**config.mk**
```make
export PLATFORM = sky130hd
export DESIGN_NAME = eqn_seq_cmp_flat
export DESIGN_NICKNAME = d
export VERILOG_FILES = /design/src/rtl/eqn_seq_cmp_if.sv /design/src/rtl/eqn_seq_cmp.sv /design/src/flat_wrapper.sv
export SDC_FILE = /design/constraint.sdc
export NUM_CORES = 1
export LEC_CHECK = 0
export CORE_ASPECT_RATIO = 0.6
export CORE_MARGIN = 1
export CORE_UTILIZATION = 45
export CTS_CLUSTER_DIAMETER = 60
export CTS_CLUSTER_SIZE = 16
export DETAILED_ROUTE_END_ITERATION = 7
export PLACE_DENSITY = 0.78
export SYNTH_ARGS = -nofsm -noshare
export SYNTH_HDL_FRONTEND = slang
export SYNTH_SLANG_ARGS = --single-unit
```
**constraint.sdc**
```tcl
create_clock -name clk -period 1.65 [get_ports clk]
set_clock_uncertainty 0.05 [all_clocks]
set_input_delay 0.165 -clock clk [delete_from_list [all_inputs] [get_ports clk]]
set_output_delay 0.165 -clock clk [all_outputs]
set_load 0.01 [all_outputs]
```
**src/rtl/eqn_seq_cmp_if.sv**
```systemverilog
//------------------------------------------------------------------------------
// Module : eqn_seq_cmp_if
// Brief  : Start/busy/done handshake and result flags for the sequential comparator.
// Rev    : 1.0  initial release
//------------------------------------------------------------------------------
`default_nettype none

interface eqn_seq_cmp_if #(
    parameter int WIDTH = 16
);
    logic             start;
    logic [WIDTH-1:0] a;
    logic [WIDTH-1:0] b;
    logic             busy;
    logic             done;
    logic             aeqb;
    logic             agtb;
    logic             altb;

    modport master (
        output start, a, b,
        input  busy, done, aeqb, agtb, altb
    );

    modport slave (
        input  start, a, b,
        output busy, done, aeqb, agtb, altb
    );
endinterface

`default_nettype wire

```
**src/rtl/eqn_seq_cmp.sv**
```systemverilog
//------------------------------------------------------------------------------
// Module : eqn_seq_cmp
// Brief  : MSB-first digit-serial magnitude/equality compare with early exit.
//          Define CMP_SIGNED_EN for two's-complement ordering.
// Rev    : 1.0  initial release
//------------------------------------------------------------------------------
`default_nettype none

module eqn_seq_cmp #(
    parameter int WIDTH = 16,
    parameter int DIGIT = 2
) (
    input  wire logic       clk,
    input  wire logic       reset_n,
    eqn_seq_cmp_if.slave    bus
);
    localparam int NDIG  = WIDTH / DIGIT;
    localparam int CNT_W = (NDIG > 1) ? $clog2(NDIG) : 1;
    localparam logic [CNT_W-1:0] C_LAST = CNT_W'(NDIG - 1);

    generate
        if ((WIDTH % DIGIT) != 0) begin : g_bad_width
            $error("eqn_seq_cmp: WIDTH must be a multiple of DIGIT");
        end
    endgenerate

    typedef enum logic [1:0] {
        S_IDLE = 2'd0,
        S_RUN  = 2'd1,
        S_DONE = 2'd2
    } state_t;

    state_t           r_state;
    logic [WIDTH-1:0] r_a;
    logic [WIDTH-1:0] r_b;
    logic [CNT_W-1:0] r_cnt;
    logic             r_busy;
    logic             r_done;
    logic             r_aeqb;
    logic             r_agtb;
    logic             r_altb;

    logic [WIDTH-1:0] w_a_load;
    logic [WIDTH-1:0] w_b_load;
    logic [DIGIT-1:0] w_a_dig;
    logic [DIGIT-1:0] w_b_dig;

    // Flipping the sign bit maps two's-complement order onto unsigned order.
`ifdef CMP_SIGNED_EN
    assign w_a_load = {~bus.a[WIDTH-1], bus.a[WIDTH-2:0]};
    assign w_b_load = {~bus.b[WIDTH-1], bus.b[WIDTH-2:0]};
`else
    assign w_a_load = bus.a;
    assign w_b_load = bus.b;
`endif

    assign w_a_dig = r_a[WIDTH-1 -: DIGIT];
    assign w_b_dig = r_b[WIDTH-1 -: DIGIT];

    always_ff @(posedge clk or negedge reset_n) begin
        if (!reset_n) begin
            r_state <= S_IDLE;
            r_a     <= '0;
            r_b     <= '0;
            r_cnt   <= '0;
            r_busy  <= 1'b0;
            r_done  <= 1'b0;
            r_aeqb  <= 1'b0;
            r_agtb  <= 1'b0;
            r_altb  <= 1'b0;
        end else begin
            case (r_state)
                S_IDLE, S_DONE: begin
                    r_done <= 1'b0;
                    if (bus.start) begin
                        r_a     <= w_a_load;
                        r_b     <= w_b_load;
                        r_cnt   <= '0;
                        r_aeqb  <= 1'b0;
                        r_agtb  <= 1'b0;
                        r_altb  <= 1'b0;
                        r_busy  <= 1'b1;
                        r_state <= S_RUN;
                    end else begin
                        r_state <= S_IDLE;
                    end
                end
                S_RUN: begin
                    if (w_a_dig != w_b_dig) begin
                        r_agtb  <= (w_a_dig > w_b_dig);
                        r_altb  <= (w_a_dig < w_b_dig);
                        r_aeqb  <= 1'b0;
                        r_busy  <= 1'b0;
                        r_done  <= 1'b1;
                        r_state <= S_DONE;
                    end else if (r_cnt == C_LAST) begin
                        r_aeqb  <= 1'b1;
                        r_busy  <= 1'b0;
                        r_done  <= 1'b1;
                        r_state <= S_DONE;
                    end else begin
                        r_a   <= r_a << DIGIT;
                        r_b   <= r_b << DIGIT;
                        r_cnt <= r_cnt + 1'b1;
                    end
                end
                default: begin
                    r_busy  <= 1'b0;
                    r_done  <= 1'b0;
                    r_state <= S_IDLE;
                end
            endcase
        end
    end

    assign bus.busy = r_busy;
    assign bus.done = r_done;
    assign bus.aeqb = r_aeqb;
    assign bus.agtb = r_agtb;
    assign bus.altb = r_altb;

endmodule

`default_nettype wire

```
**src/flat_wrapper.sv**
```systemverilog
// flat-port wrapper written by rule: the top's interface ports become plain ports
module eqn_seq_cmp_flat 
#(
    parameter int WIDTH = 16,
    parameter int DIGIT = 2
)
  (clk, reset_n, bus_start, bus_a, bus_b, bus_busy, bus_done, bus_aeqb, bus_agtb, bus_altb);
  eqn_seq_cmp_if #(.WIDTH(WIDTH)) bus_i ();
  input  wire logic clk;
  input  wire logic reset_n;
  input wire logic [$bits(bus_i.start)-1:0] bus_start;
  input wire logic [$bits(bus_i.a)-1:0] bus_a;
  input wire logic [$bits(bus_i.b)-1:0] bus_b;
  output wire logic [$bits(bus_i.busy)-1:0] bus_busy;
  output wire logic [$bits(bus_i.done)-1:0] bus_done;
  output wire logic [$bits(bus_i.aeqb)-1:0] bus_aeqb;
  output wire logic [$bits(bus_i.agtb)-1:0] bus_agtb;
  output wire logic [$bits(bus_i.altb)-1:0] bus_altb;
  assign bus_i.start = bus_start;
  assign bus_i.a = bus_a;
  assign bus_i.b = bus_b;
  assign bus_busy = bus_i.busy;
  assign bus_done = bus_i.done;
  assign bus_aeqb = bus_i.aeqb;
  assign bus_agtb = bus_i.agtb;
  assign bus_altb = bus_i.altb;
  eqn_seq_cmp #(.WIDTH(WIDTH), .DIGIT(DIGIT)) u_core (.clk(clk), .reset_n(reset_n), .bus(bus_i));
endmodule
```
# After elaboration in Yosys (flattened, before gate mapping)
# Index checks and enable logic that the tools add are counted.
# W data, S select, Z words.
dict set report totals {
  regBits 42
  word_cells 58
}
dict set report op_classes {
  n_addsub 1
  magnitude_cmp 2
  n_eq_ne 9
  muxes 30
  n_reduce_logical 7
}
# operator n
set op_table {}
lappend op_table {{$mux W16} 6}
lappend op_table {{$pmux W16 S2} 2}
lappend op_table {{$mux W1} 11}
lappend op_table {{$mux W3} 3}
lappend op_table {{$pmux W1 S2} 4}
lappend op_table {{$ne A2 B2 Y1 const B} 3}
lappend op_table {{$pmux W3 S2} 1}
lappend op_table {{$reduce_and A3 Y1} 2}
lappend op_table {{$mux W2} 2}
lappend op_table {{$pmux W2 S2} 1}
lappend op_table {{$reduce_and A4 Y1} 1}
lappend op_table {{$add A3 B1 Y3 const B} 1}
lappend op_table {{$eq A3 B3 Y1 const B} 1}
lappend op_table {{$ne A3 B1 Y1 const B} 1}
lappend op_table {{$eq A2 B1 Y1 const B} 1}
lappend op_table {{$eq A2 B2 Y1 const B} 1}
lappend op_table {{$gt A2 B2 Y1} 1}
lappend op_table {{$logic_not A2 Y1} 1}
lappend op_table {{$lt A2 B2 Y1} 1}
lappend op_table {{$ne A2 B1 Y1 const B} 1}
lappend op_table {{$ne A2 B2 Y1} 1}
lappend op_table {{$reduce_and A2 Y1} 1}
lappend op_table {{$reduce_bool A2 Y1} 1}
lappend op_table {{$reduce_or A2 Y1} 1}

# Depth between registers and ports, before layout
dict set report logic_depth {
  depth_word 4
  ltp_mapped 7
}

# Worst setup path before layout
# No wires, ideal clock.
dict set report synth_timing {
  path_kind {reg2reg}
  from {reg u_core.r_cnt[0]}
  to {reg u_core.r_a[2]}
  arrival_ps 1414
  setup_slack_ps 49
  path_stages_with_launch 7
  path_buffers 1
  path_cell_list {dfrtp_1 > ha_1 > ha_1 > nand3b_1 > buf_1 > o32ai_1 > a21oi_1}
}
dict set report synth_between {
  elab_chain_len 3
}
# element line
set synth_lines {}
lappend synth_lines {{from (decl)} eqn_seq_cmp.sv:36} ;# logic [CNT_W-1:0] r_cnt;
lappend synth_lines {{from (signal assigned)} eqn_seq_cmp.sv:104} ;# r_cnt <= r_cnt + 1'b1;
lappend synth_lines {{$eq A3 B3 Y1} eqn_seq_cmp.sv:96} ;# end else if (r_cnt == C_LAST) begin
lappend synth_lines {{$ne A2 B2 Y1 (no line)} -}
lappend synth_lines {{$reduce_and A4 Y1 (no line)} -}
lappend synth_lines {{to (signal assigned)} eqn_seq_cmp.sv:76} ;# r_a <= w_a_load;
lappend synth_lines {{to (signal assigned)} eqn_seq_cmp.sv:102} ;# r_a <= r_a << DIGIT;
lappend synth_lines {{to (decl)} eqn_seq_cmp.sv:34} ;# logic [WIDTH-1:0] r_a;
# No other way between the ends.
# A chain may end at the register's enable or synchronous reset.

# Worst setup path in the final report
dict set report layout_timing {
  from {reg u_core.r_cnt[1]}
  to {reg u_core.r_b[12]}
}
dict set report layout_between {
  elab_chain_len 3
}
# element line
set layout_lines {}
lappend layout_lines {{$eq A3 B3 Y1} eqn_seq_cmp.sv:96}
lappend layout_lines {{$ne A2 B2 Y1 (no line)} -}
lappend layout_lines {{$reduce_and A4 Y1 (no line)} -}
lappend layout_lines {{to (signal assigned)} eqn_seq_cmp.sv:77} ;# r_b <= w_b_load;
lappend layout_lines {{to (signal assigned)} eqn_seq_cmp.sv:103} ;# r_b <= r_b << DIGIT;
lappend layout_lines {{to (decl)} eqn_seq_cmp.sv:35} ;# logic [WIDTH-1:0] r_b;
# No other way between the ends.

==> impl_metrics.prom <==
# TYPE chip_impl_metric gauge
chip_impl_metric{name="clock_tree.buffer_depth",unit=""} 2
chip_impl_metric{name="final_layout_size_suffix_gt1_share",unit="%"} 30.5
chip_impl_metric{name="numPortBuffers",unit=""} 39
chip_impl_metric{name="synthCells",unit=""} 189
chip_impl_metric{name="maxCapViolations",unit=""} 0
chip_impl_metric{name="dpl-instance-area",unit="sq mm"} 0.00241
chip_impl_metric{name="die_span_in_x",unit="um"} 86.4
chip_impl_info{name="run_status",value="finished, violations left"} 1
chip_impl_metric{name="floorplan.die_area",unit="sq mm"} 0.00455
chip_impl_metric{name="finalWorstPathRequiredPeriod",unit="ps"} 1710
chip_impl_metric{name="detail-route-antenna-nets",unit=""} 0
chip_impl_metric{name="synth_compound_gate_area_share",unit="%"} 23.1
chip_impl_info{name="clock_tree_from_tritoncts",value="done"} 1
chip_impl_metric{name="grt_antenna_before_repair",unit=""} 0
chip_impl_metric{name="vias",unit=""} 1754
chip_impl_metric{name="grt_max_degree",unit=""} 39
chip_impl_metric{name="drv_slew",unit=""} 0
chip_impl_metric{name="finalCoreUtilization",unit="%"} 77.0
chip_impl_metric{name="wl",unit="um"} 5610
chip_impl_metric{name="number_of_clock_sinks",unit=""} 41
chip_impl_metric{name="detail_route.first_pass.iterations",unit=""} 4
chip_impl_metric{name="final.setup.worst_slack",unit="ps"} -57.6
chip_impl_metric{name="syn-mean-instance-area",unit="sq um"} 10.2
chip_impl_metric{name="insertedDiodeCount",unit=""} 0
chip_impl_metric{name="wl_per_cell",unit="um"} 18.7
chip_impl_info{name="worstHoldPathType",value="in -> async"} 1
chip_impl_metric{name="core",unit="sq mm"} 0.00387
chip_impl_metric{name="max_slew_margin",unit="%"} 70.0
chip_impl_metric{name="std_cell_rows",unit=""} 17
chip_impl_metric{name="cp.required",unit="ps"} 1790
chip_impl_metric{name="slew_at_the_pin_closest_to_its_max_slew_limit",unit="ps"} 450
chip_impl_metric{name="synthToLayoutAreaGrowth",unit="%"} 54.9
chip_impl_metric{name="clkSlewWorstSetupHoldPaths",unit="ps"} 80
chip_impl_metric{name="layout_worst_path_cycle_share",unit="%"} 103
chip_impl_metric{name="netlist_area",unit="sq mm"} 0.00192
chip_impl_metric{name="wire_length_of_the_first_global_routing_pass",unit="um"} 7930
chip_impl_metric{name="timing.final.hold_violations",unit=""} 0
chip_impl_metric{name="worst_ir_drop_vdd",unit="mV"} 0.907
chip_impl_metric{name="drt_iter0_markers",unit=""} 107
chip_impl_metric{name="die_h",unit="um"} 52.7
chip_impl_info{name="synth_top_family_by_area",value="compound AO/OA/AOI/OAI gates"} 1
chip_impl_metric{name="cts-buffers-inserted",unit=""} 5
chip_impl_metric{name="global_route_overflow",unit=""} 0
chip_impl_info{name="unrepaired_setup_endpoints_after_global_routing",value="yes"} 1
chip_impl_metric{name="synth.lib_cells_used.distinct",unit=""} 25
chip_impl_metric{name="drt-vias-per-instance",unit=""} 5.85
chip_impl_metric{name="drcViolationCount",unit=""} 0
chip_impl_metric{name="synth_xor_xnor_area_share",unit="%"} 0
chip_impl_metric{name="n_fill_cell",unit=""} 257
chip_impl_metric{name="detailed_place_hpwl",unit="um"} 3030
chip_impl_metric{name="start_util",unit="%"} 49.7
chip_impl_metric{name="synth_fp_nets",unit=""} 228
chip_impl_info{name="cts.root.buffer_cell",value="sky130_fd_sc_hd__clkbuf_8"} 1
chip_impl_info{name="critical_path_class",value="reg -> reg"} 1
chip_impl_metric{name="cp.arrival",unit="ps"} 1850
chip_impl_metric{name="pin_count",unit=""} 40
chip_impl_metric{name="synthesis.yosys.warnings",unit=""} 0
chip_impl_metric{name="power_per_cell_area",unit="mW/mm^2"} 2030
chip_impl_metric{name="post_synth_and_or_nand_nor_area_fraction",unit="%"} 11.8
chip_impl_metric{name="finalSetupViolCount",unit=""} 9
chip_impl_metric{name="worst_skew_pair.late_latency",unit="ps"} 300
chip_impl_metric{name="fin_nets",unit=""} 281
chip_impl_metric{name="gr-usage-all-layers",unit="%"} 23.9
chip_impl_metric{name="seq_cells_post_synth",unit=""} 41
chip_impl_metric{name="synth.yosys.seq_area_share",unit="%"} 53.3
chip_impl_metric{name="clock.fmax",unit="GHz"} 0.586
chip_impl_metric{name="power.leakage",unit="nW"} 1.16
chip_impl_metric{name="htree_levels",unit=""} 2
chip_impl_metric{name="grt_pass1_vias",unit=""} 1631
chip_impl_metric{name="area_share_of_fa_ha_maj_cells_after_synthesis",unit="%"} 2.60
chip_impl_metric{name="highest_net_fanout_along_the_worst_path",unit=""} 6
chip_impl_metric{name="routabilityCongestion",unit=""} 0.802
chip_impl_info{name="endpoint_kind",value="register"} 1
chip_impl_metric{name="synth.area.mux_share",unit="%"} 2.15
chip_impl_metric{name="stdcell_area",unit="sq mm"} 0.00298
chip_impl_info{name="cp-start-kind",value="register"} 1
chip_impl_info{name="failed_checks",value="setup timing"} 1
## cell families after synthesis
| family | Yosys count |
|---|---|
| mux | 4 |
| compound gates | 66 |
| flops | 41 |
| fa+ha+maj | 4 |
| buf+inv | 21 |
| simple gates | 53 |
## path summary, 6_finish.rpt
path,cells after the start,slack (ps),from,end
worst max-delay path,7,-60,u_core.r_cnt[1]$_DFFE_PN0P_,u_core.r_b[12]$_DFFE_PN0P_
worst min-delay path,2,290,reset_n,u_core.bus.busy$_DFFE_PN0P_
worst max register to register,7,-60,u_core.r_cnt[1]$_DFFE_PN0P_,u_core.r_b[12]$_DFFE_PN0P_
worst min register to register,2,480,u_core.bus.agtb$_DFFE_PN0P_,u_core.bus.agtb$_DFFE_PN0P_
max in group asynchronous,3,710,reset_n,u_core.bus.altb$_DFFE_PN0P_
min in group clk,3,360,bus_a[0],u_core.r_a[0]$_DFFE_PN0P_
## report_power, final
group          internal (mW)  switching [mW]
combinational           1.49            1.83
sequential              1.48           0.388
clock                  0.494           0.371
## metrics by stage
| stage | std cells | hold slack [ps] | power [mW] | TNS (ps) | setup slack (ps) |
|---|---|---|---|---|---|
| 3_3_place_gp | 282 | 77.8 | 3.83 | 0 | 11.9 |
| 3_5_place_dp | 282 | 80.6 | 3.90 | -200 | -65.8 |
| 6_report | 300 | 288 | 6.05 | -200 | -57.6 |
| 4_1_cts | 296 | 296 | 4.93 | -2.58 | -1.81 |
| 5_1_grt | 300 | 329 | 6.41 | -1830 | -91.4 |
| 2_1_floorplan | 189 | -181 | 3.21 | 0 | 48.7 |
## placed cells by master (no fill, tap or decap), types with 2 or more instances in the layout
cell / count
sky130_fd_sc_hd__o21ai_2: 3
sky130_fd_sc_hd__clkbuf_8: 6
sky130_fd_sc_hd__nand2b_1: 2
sky130_fd_sc_hd__dfrtp_1: 41
sky130_fd_sc_hd__o32ai_1: 4
sky130_fd_sc_hd__mux2i_1: 3
sky130_fd_sc_hd__buf_4: 11
sky130_fd_sc_hd__a31oi_1: 2
sky130_fd_sc_hd__o32ai_2: 18
sky130_fd_sc_hd__clkdlybuf4s50_1: 38
sky130_fd_sc_hd__nand2_1: 13
sky130_fd_sc_hd__o32ai_4: 7
sky130_fd_sc_hd__a21oi_1: 20
sky130_fd_sc_hd__o21ai_1: 4
sky130_fd_sc_hd__ha_1: 2
sky130_fd_sc_hd__nand3_2: 2
sky130_fd_sc_hd__inv_1: 4
sky130_fd_sc_hd__buf_12: 3
sky130_fd_sc_hd__nor2_1: 29
sky130_fd_sc_hd__buf_6: 8
sky130_fd_sc_hd__a21oi_2: 7
## synth_stat cells
library cell | instances | area (sq um)
sky130_fd_sc_hd__and2_1 | 1 | 6.26
sky130_fd_sc_hd__mux2i_1 | 3 | 30.0
sky130_fd_sc_hd__nand2b_1 | 2 | 12.5
sky130_fd_sc_hd__nand2_1 | 14 | 52.6
sky130_fd_sc_hd__and3b_1 | 1 | 8.76
sky130_fd_sc_hd__a22o_1 | 1 | 8.76
sky130_fd_sc_hd__a31oi_1 | 2 | 12.5
sky130_fd_sc_hd__o32ai_1 | 29 | 254
sky130_fd_sc_hd__nand3b_1 | 1 | 7.51
sky130_fd_sc_hd__buf_1 | 1 | 3.75
sky130_fd_sc_hd__nor2_2 | 1 | 6.26
sky130_fd_sc_hd__clkbuf_1 | 2 | 7.51
sky130_fd_sc_hd__buf_4 | 3 | 22.5
sky130_fd_sc_hd__mux2_1 | 1 | 11.3
sky130_fd_sc_hd__o21ai_1 | 7 | 35.0
sky130_fd_sc_hd__nor2_1 | 29 | 109
sky130_fd_sc_hd__buf_2 | 6 | 30.0
sky130_fd_sc_hd__nand3_1 | 2 | 10.0
sky130_fd_sc_hd__a21oi_1 | 27 | 135
sky130_fd_sc_hd__and2b_1 | 1 | 7.51
sky130_fd_sc_hd__nor2b_1 | 1 | 6.26
sky130_fd_sc_hd__dfrtp_1 | 41 | 1030
sky130_fd_sc_hd__ha_1 | 4 | 50.1
sky130_fd_sc_hd__buf_6 | 5 | 56.3
sky130_fd_sc_hd__inv_1 | 4 | 15.0
## critical path: stages (launching register included)
cell,delay (ps)
sky130_fd_sc_hd__dfrtp_1,410
sky130_fd_sc_hd__ha_2,190
sky130_fd_sc_hd__ha_4,150
sky130_fd_sc_hd__nand3b_1,160
sky130_fd_sc_hd__buf_6,150
sky130_fd_sc_hd__buf_6,140
sky130_fd_sc_hd__o32ai_2,280
sky130_fd_sc_hd__a21oi_2,60
## cell type report
cell class                      instances  area, sq um  share of cell area, %
Clock buffer                            7         86.3                   2.90
Clock inverter                          1         30.0                   1.01
Inverter                                4         15.0                  0.504
Multi-Input combinational cell        127         1110                   37.2
Sequential cell                        41         1030                   34.4
Tap cell                               57         71.3                   2.39
Timing Repair Buffer                   63          643                   21.6
## sequential cells by signal, summed over array words and instances (netlist names)
signal / count
u_core.bus.aeqb: 1
u_core.bus.agtb: 1
u_core.bus.altb: 1
u_core.bus.busy: 1
u_core.bus.done: 1
u_core.r_a: 16
u_core.r_b: 16
u_core.r_cnt: 3
u_core.r_state: 1
## repair_timing
item | 4_1_cts | 5_1_grt
gates cloned | 3 | 2
pin swaps | 3 | 5
hold buffers | 1 | 0
buffers inserted | 2 | 2
gates resized for setup | 10 | 58
endpoints found under the hold margin | 17 | 0
setup endpoints to repair | 26 | 35
## routing by layer
layer | part of all wire (%) | global-route usage [%]
met3 | 6.2 | 5.20
met2 | 46 | 36.2
met5 | 0 | 0
met4 | 1.9 | 7.78
met1 | 46 | 34.1
Note: power is estimated with default switching activity, not from simulation.
